$ cat src/rtl/div_pkg.sv
// Shared types for the multi-cycle divider sequencer: default operand width,
// FSM state encoding and the per-state control-output bundle.
package div_pkg;

   localparam int DIV_WIDTH = 32;

   typedef enum logic [2:0] {
      IDLE   = 3'd0,
      LOAD   = 3'd1,
      SHIFT0 = 3'd2,
      ITER   = 3'd3,
      FIX    = 3'd4,
      DONE   = 3'd5
   } state_t;

   // Moore outputs of the sequencer (w_ctrl_reg2 is Mealy and lives in the top).
   typedef struct packed {
      logic load;
      logic sll;
      logic srl;
      logic rdy;
      logic busy;
   } ctrl_t;

   // Control outputs that apply while the FSM sits in state s.
   function automatic ctrl_t state_ctrl(input state_t s);
      ctrl_t c;
      c      = '0;
      c.busy = (s != IDLE);
      case (s)
         LOAD:         c.load = 1'b1;
         SHIFT0, ITER: c.sll  = 1'b1;
         FIX:          c.srl  = 1'b1;
         DONE:         c.rdy  = 1'b1;
         default:      ;
      endcase
      return c;
   endfunction

endpackage

$ cat src/rtl/div_iter_cnt.sv
// Loadable iteration down-counter for the divider sequencer. Counts down
// while dec is high and parks at zero instead of wrapping; zero flags the
// final iteration.
module div_iter_cnt #(
   parameter int CNT_W = 6
) (
   input  logic             clk,
   input  logic             rst,
   input  logic             load,
   input  logic [CNT_W-1:0] load_val,
   input  logic             dec,
   output logic             zero
);

   logic [CNT_W-1:0] count_reg;

   // Load takes priority; decrement saturates at zero.
   always_ff @(posedge clk or negedge rst) begin
      if (!rst) begin
         count_reg <= '0;
      end else if (load) begin
         count_reg <= load_val;
      end else if (dec && (count_reg != '0)) begin
         count_reg <= count_reg - 1'b1;
      end
   end

   assign zero = (count_reg == '0);

endmodule

$ cat src/rtl/divider_control.sv
// Sequencer for the unsigned shift-subtract-restore divider. Drives the
// Remainder register controls through LOAD, SHIFT0, WIDTH ITER cycles and a
// final FIX right-shift, then pulses rdy for one cycle.
// Optional feature: define DIV_ZERO_CHK_EN to short-circuit a zero divisor
// from LOAD straight to DONE with dz_err set.
module divider_control
   import div_pkg::*;
#(
   parameter int WIDTH = DIV_WIDTH
) (
   input  logic clk,
   input  logic rst,
   input  logic run,
   input  logic alu_carry,
   input  logic div_by_zero,
   output logic load_ctrl,
   output logic w_ctrl_reg2,
   output logic SLL_ctrl,
   output logic SRL_ctrl,
   output logic rdy,
   output logic busy,
   output logic dz_err
);

   localparam int CNT_W = $clog2(WIDTH) + 1;

   state_t state_reg;
   state_t state_next;
   ctrl_t  ctrl_reg;
   logic   cnt_zero;

   div_iter_cnt #(
      .CNT_W (CNT_W)
   ) u_iter_cnt (
      .clk      (clk),
      .rst      (rst),
      .load     (state_reg == LOAD),
      .load_val (CNT_W'(WIDTH - 1)),
      .dec      (state_reg == ITER),
      .zero     (cnt_zero)
   );

   // Next-state selection; ITER leaves once the counter has reached zero.
   always_comb begin
      state_next = state_reg;
      case (state_reg)
         IDLE:    if (run) state_next = LOAD;
`ifdef DIV_ZERO_CHK_EN
         LOAD:    state_next = div_by_zero ? DONE : SHIFT0;
`else
         LOAD:    state_next = SHIFT0;
`endif
         SHIFT0:  state_next = ITER;
         ITER:    if (cnt_zero) state_next = FIX;
         FIX:     state_next = DONE;
         DONE:    state_next = IDLE;
         default: state_next = IDLE;
      endcase
   end

   // State register with outputs registered from the destination state.
   always_ff @(posedge clk or negedge rst) begin
      if (!rst) begin
         state_reg <= IDLE;
         ctrl_reg  <= '0;
      end else begin
         state_reg <= state_next;
         ctrl_reg  <= state_ctrl(state_next);
      end
   end

`ifdef DIV_ZERO_CHK_EN
   logic dz_err_reg;

   // Flag only the DONE reached directly from LOAD (zero divisor).
   always_ff @(posedge clk or negedge rst) begin
      if (!rst) begin
         dz_err_reg <= 1'b0;
      end else begin
         dz_err_reg <= (state_reg == LOAD) && (state_next == DONE);
      end
   end

   assign dz_err = dz_err_reg;
`else
   logic unused_div_by_zero;
   assign unused_div_by_zero = div_by_zero;
   assign dz_err             = 1'b0;
`endif

   assign load_ctrl   = ctrl_reg.load;
   assign SLL_ctrl    = ctrl_reg.sll;
   assign SRL_ctrl    = ctrl_reg.srl;
   assign rdy         = ctrl_reg.rdy;
   assign busy        = ctrl_reg.busy;
   // Restore decision: write hi - divisor only when it did not borrow.
   assign w_ctrl_reg2 = (state_reg == ITER) && alu_carry;

endmodule
$ cat config.mk
export PLATFORM = sky130hd
export DESIGN_NAME = divider_control
export DESIGN_NICKNAME = d
export VERILOG_FILES = /design/src/rtl/div_pkg.sv /design/src/rtl/div_iter_cnt.sv /design/src/rtl/divider_control.sv
export SDC_FILE = /design/constraint.sdc
export NUM_CORES = 1
export LEC_CHECK = 0
export ABC_AREA = 1
export CORE_UTILIZATION = 30
export CTS_CLUSTER_SIZE = 40
export DETAILED_ROUTE_END_ITERATION = 8
export PLACE_DENSITY = 0.5
export SLEW_MARGIN = 30
export SYNTH_ARGS = -nofsm -noshare
export SYNTH_HDL_FRONTEND = slang
export SYNTH_HIERARCHICAL = 1
export SYNTH_SLANG_ARGS = --single-unit
$ cat constraint.sdc
create_clock -name clk -period 1.7 [get_ports clk]
set_clock_uncertainty 0.15 [all_clocks]
set_input_delay 0.51 -clock clk [delete_from_list [all_inputs] [get_ports clk]]
set_output_delay 0.51 -clock clk [all_outputs]
set_load 0.03 [all_outputs]
== Yosys cells after proc, flatten, opt, wreduce, memory -nomap -nowiden ==
Cells that the tools add are included.
W data, S select, Z words.

* Register bits after elaboration: 14
* Input bits: 5
* Output and inout port bits: 7
* Word-level logic and storage cells: 34

* $add $sub $neg: 1
* Equality and inequality tests: 9
* Multiplexer cells: 9
* Reduce and logical (&&, ||, !) cells: 8

{| class="wikitable"
|+ Operators by type and width
! cell !! number
|-
| $pmux W3 S5 || 1
|-
| $eq A3 B2 Y1 const B || 4
|-
| $mux W6 || 2
|-
| $eq A3 B3 Y1 const B || 3
|-
| $eq A3 B1 Y1 const B || 2
|-
| $logic_not A6 Y1 || 1
|-
| $mux W3 || 2
|-
| $reduce_bool A6 Y1 || 1
|-
| $sub A6 B1 Y6 const B || 1
|-
| $mux W1 || 4
|-
| $logic_not A3 Y1 || 1
|-
| $reduce_bool A3 Y1 || 1
|-
| $logic_and A1 B1 Y1 || 2
|-
| $reduce_bool A2 Y1 || 1
|-
| $reduce_or A2 Y1 || 1
|}

== Depth between registers and ports, before layout ==
* Word-level depth: 6
* Mapped depth: 9
* Depth with buffers taken out: 9

== By module ==
Netlist, hierarchy kept.

{| class="wikitable"
|+ Modules (own cells, without submodules)
! module !! instances !! cells an instance !! area an instance (sq um) !! seq. area each (sq um)
|-
| div_iter_cnt || 1 || 55 || 425.4 || 150.1
|-
| divider_control || 1 || 40 || 340.3 || 200.2
|}

== Worst setup path before layout ==
No wires, ideal clock.

* Path kind: input to output
* Start: in alu_carry
* End: out w_ctrl_reg2
* Arrival: 1.241 ns
* Required time: 1.040 ns
* Setup slack: -0.201 ns
* Stages: 1
* Path buffers: 0
* Cell sequence: nor3b_1

* Longest elaborated chain between the ends: 1

{| class="wikitable"
|+ Ends and longest elaborated chain
! what !! RTL line !! RTL
|-
| start: declaration || divider_control.sv:14 || <nowiki>input logic alu_carry,</nowiki>
|-
| $logic_and A1 B1 Y1 || divider_control.sv:97 || <nowiki>assign w_ctrl_reg2 = (state_reg == ITER) && alu_carry;</nowiki>
|-
| end: declaration || divider_control.sv:17 || <nowiki>output logic w_ctrl_reg2,</nowiki>
|}

No other way between the ends.

== Worst setup path in the final report ==
* Start: reg state_reg[0]
* End: out w_ctrl_reg2

* Longest elaborated chain between the ends: 2

{| class="wikitable"
|+ Ends and longest elaborated chain
! what !! RTL line !! RTL
|-
| start: declaration || divider_control.sv:27 || <nowiki>state_t state_reg;</nowiki>
|-
| start signal: assignment || divider_control.sv:67 || <nowiki>state_reg <= state_next;</nowiki>
|-
| $eq A3 B2 Y1 || divider_control.sv:97 ||
|-
| $logic_and A1 B1 Y1 || divider_control.sv:97 ||
|}

No other way between the ends.

==> impl_summary.log <==
[metrics] Buffers on Ports: 9
[metrics] num ports: 12
[metrics] CTS Root Cell: clkbuf_4
[metrics] maximum root-to-sink buffer count: 2
[metrics] most area-consuming cells after synthesis: dfrtp_1, nand2_1, nand3_1
[metrics] Initial DRC Count: 5
[metrics] cell type with the highest aggregate area in the netlist: dfrtp_1
[metrics] proportion of layout cells with a drive suffix above 1: 22.7%
[metrics] RSZ-0062 raised after global routing: true
[metrics] placed wire-length estimate after detailed placement: 1050 um
[metrics] Post-layout nets: 127
[metrics] Ys Warns: 6
[metrics] clock slew at reported path FFs: 0.09 ns
[metrics] aggregate global routing overflow: 0
[metrics] CORE AREA: 2320 um2
[metrics] ratio of final minimum period to clock period: 102%
[metrics] clock sink count: 14
[metrics] setup ws final: -0.0335 ns
[metrics] die extent in y: 52.5 um
[metrics] clock tree from TritonCTS: built
[metrics] synthesized instance count: 95
[metrics] number of buffers added to fix hold violations after cts: 0
[metrics] mapped cell area: 766 um2
[metrics] CTS Buf Count: 3
[metrics] Final Critical Period: 1.73 ns
[metrics] final cell count without fillers: 147
[metrics] average instance area after synthesis: 8.06 um2
[metrics] number of vias in the routed layout: 630
[metrics] Placed Cells: 139
[metrics] fraction of post-synthesis cell area in the top cell type by area: 45.8%
[metrics] Initial Utilization: 33.0%
[metrics] Total Routing Usage GR: 13.0%
[metrics] placed cell areas: 930 um2
[metrics] worst endpoint required time: 1.04 ns
[metrics] Post-Layout Inst Area: 992 um2
[metrics] share of synthesized area occupied by flip-flops and latches: 45.8%
[metrics] number of standard-cell rows in the floorplan: 17
[metrics] peak supply drop: 0.000809 V
[metrics] status: complete, but fails checks
[metrics] nature of the critical path startpoint: flip-flop
[metrics] reported max-cap violation count: 0
[metrics] leakage power: 0.510 nW
[metrics] wire length of the first global-routing pass: 2580 um
[metrics] count of final max-slew check failures: 0
[metrics] # setup viols final: 1
[metrics] detailed-route wire length per cell: 9.90 um
[metrics] P per Cell Area: 1980 nW/um2
[metrics] CP Max Fanout: 3
[metrics] number of antenna-violating nets in the routed design: 0
[metrics] failing checks: setup timing
[metrics] count of fill cells added during filler insertion: 246
[metrics] routability-driven placement congestion ratio: 0.746
[metrics] worst slack, placed: -0.238 ns
[metrics] later-pin clock latency in the skew report: 0.28 ns
[metrics] timing-limited maximum frequency: 577 MHz
[metrics] Clock H-tree levels: 1
[metrics] full die area: 2760 um2
[metrics] Synth Register Bits: 14
[metrics] antenna cells: 0
[metrics] wirelength, routed: 1460 um
[metrics] die extent in x: 52.5 um
[metrics] largest net degree at the start of global routing: 15
[metrics] number of library cell types mapped by synthesis: 22
[metrics] Finished Core Util: 42.8%
[metrics] Area Growth Syn to Fin: 29.6%
[metrics] detailed-route vias per instance: 4.29
[metrics] DRC viols: 0
[metrics] number of flip-flops under the largest register name: 6
[metrics] critical setup path kind: flip-flop to output pin
[metrics] via count of the first global-routing pass: 604
[metrics] PnR Total Power: 1.96 mW
[metrics] antenna violations before repair: 0
[metrics] Min-Delay Path Class: primary input to asynchronous set/reset pin
[metrics] first-pass detailed-route iteration total: 4
[metrics] number of endpoints with negative hold slack in the final report: 0
[metrics] Worst Setup End Kind: output pin
[metrics] CP arrival: 1.07 ns
==> path summary, 6_finish.rpt <==
check                                                    startpoint  slack (ns)                             endpoint  depth (start not counted)
worst max-delay path                         state_reg[0]$_DFF_PN0_       -0.03                          w_ctrl_reg2                          3
worst min-delay path                                            rst        0.39  u_iter_cnt/count_reg[3]$_DFFE_PN0P_                          2
worst max register to register  u_iter_cnt/count_reg[1]$_DFFE_PN0P_        0.15                       busy$_DFF_PN0_                          9
worst min register to register  u_iter_cnt/count_reg[0]$_DFFE_PN0P_        0.42  u_iter_cnt/count_reg[0]$_DFFE_PN0P_                          3
max in group asynchronous                                       rst        0.83               state_reg[2]$_DFF_PN0_                          2
min in group clk                u_iter_cnt/count_reg[0]$_DFFE_PN0P_        0.42  u_iter_cnt/count_reg[0]$_DFFE_PN0P_                          3
==> critical path, cell delays in order (launching register included) <==
cell	delay (ns)
dfrtp_1	0.38
nand2_2	0.08
nor3b_2	0.16
buf_4	0.18
==> where the power goes <==
part           total [mW]  internal (mW)  switching [mW]
clock               0.239          0.130           0.109
combinational        1.16          0.466           0.694
sequential          0.565          0.468          0.0963
total                1.96           1.06           0.899
==> synth_stat cells <==
cell type and n:
nand2_1 22, nor2_2 2, ha_1 2, nor2_1 9
nor2_4 1, o21ai_0 2, inv_2 1, dfrtp_1 14
nand4_1 2, nor3b_1 1, buf_2 1, nand2_2 1
buf_4 1, nand3_1 11, conb_1 2, nand2_4 2
xor2_1 1, nor3_1 2, nand3_2 1, xnor2_1 2
inv_1 13, o21ai_2 2
==> logic make-up after synthesis <==
group / after synthesis / share of synthesized area, %
compound gates: 4 / 3.60
xor+xnor: 3 / 3.43
fa+ha+maj: 2 / 3.27
buf+inv: 16 / 8.50
flops: 14 / 45.8
other cells: 2 / 0.981
simple gates: 54 / 34.5
==> cell usage in the layout (no fill, tap or decap) <==
cell type / Yosys / routed
nand2_1: 22 / 21
dfrtp_1: 14 / 13
inv_1: 13 / 13
nand3_1: 11 / 11
nor2_1: 9 / 9
buf_4: 1 / 9
conb_1: 2 / 7
clkbuf_4: 0 / 3
clkdlybuf4s15_1: 0 / 3
nand2_2: 1 / 2
nor3_1: 2 / 2
nor2_2: 2 / 2
nand4_1: 2 / 2
clkdlybuf4s50_1: 0 / 2
dlygate4sd2_1: 0 / 2
nand2_4: 2 / 2
o21ai_0: 2 / 2
o21ai_2: 2 / 2
xnor2_1: 2 / 2
ha_1: 2 / 2
inv_2: 1 / 1
nor3b_2: 0 / 1
clkbuf_8: 0 / 1
clkbuf_2: 0 / 1
dfrtp_2: 0 / 1
nand3_2: 1 / 1
nor2_4: 1 / 1
xor2_1: 1 / 1
==> repair_timing <==
| action | CTS | global route |
|---|---|---|
| buffers inserted | 3 | 1 |
| endpoints found under the hold margin | 0 | 0 |
| resized for setup | 8 | 5 |
| setup endpoints to repair | 6 | 5 |
==> metrics by stage <==
step / TNS [ns] / hold slack [ns]
finish: -0.0335 / 0.387
detailed placement: -0.238 / 0.413
global route: -0.122 / 0.404
floorplan: 0 / 0.0644
CTS: -0.0461 / 0.384
global placement: -0.226 / 0.403
==> cell type report <==
type / instances / area (um2) / share of cell area (%)
Tap cell: 28 / 35.0 / 3.53
Multi-Input combinational cell: 70 / 377 / 38.0
Timing Repair Buffer: 17 / 140 / 14.1
Inverter: 14 / 52.6 / 5.30
Sequential cell: 14 / 352 / 35.4
Clock buffer: 4 / 36.3 / 3.66
==> per-layer routing <==
metal / track usage (%) / wire length [um] / part of all wire (%)
met5: 0 / 0 / 0
met4: 2.63 / 0 / 0
met3: 5.22 / 53 / 3.6
met2: 22.4 / 704 / 48
met1: 15.1 / 697 / 48
Power figures use the tool's default switching activity.
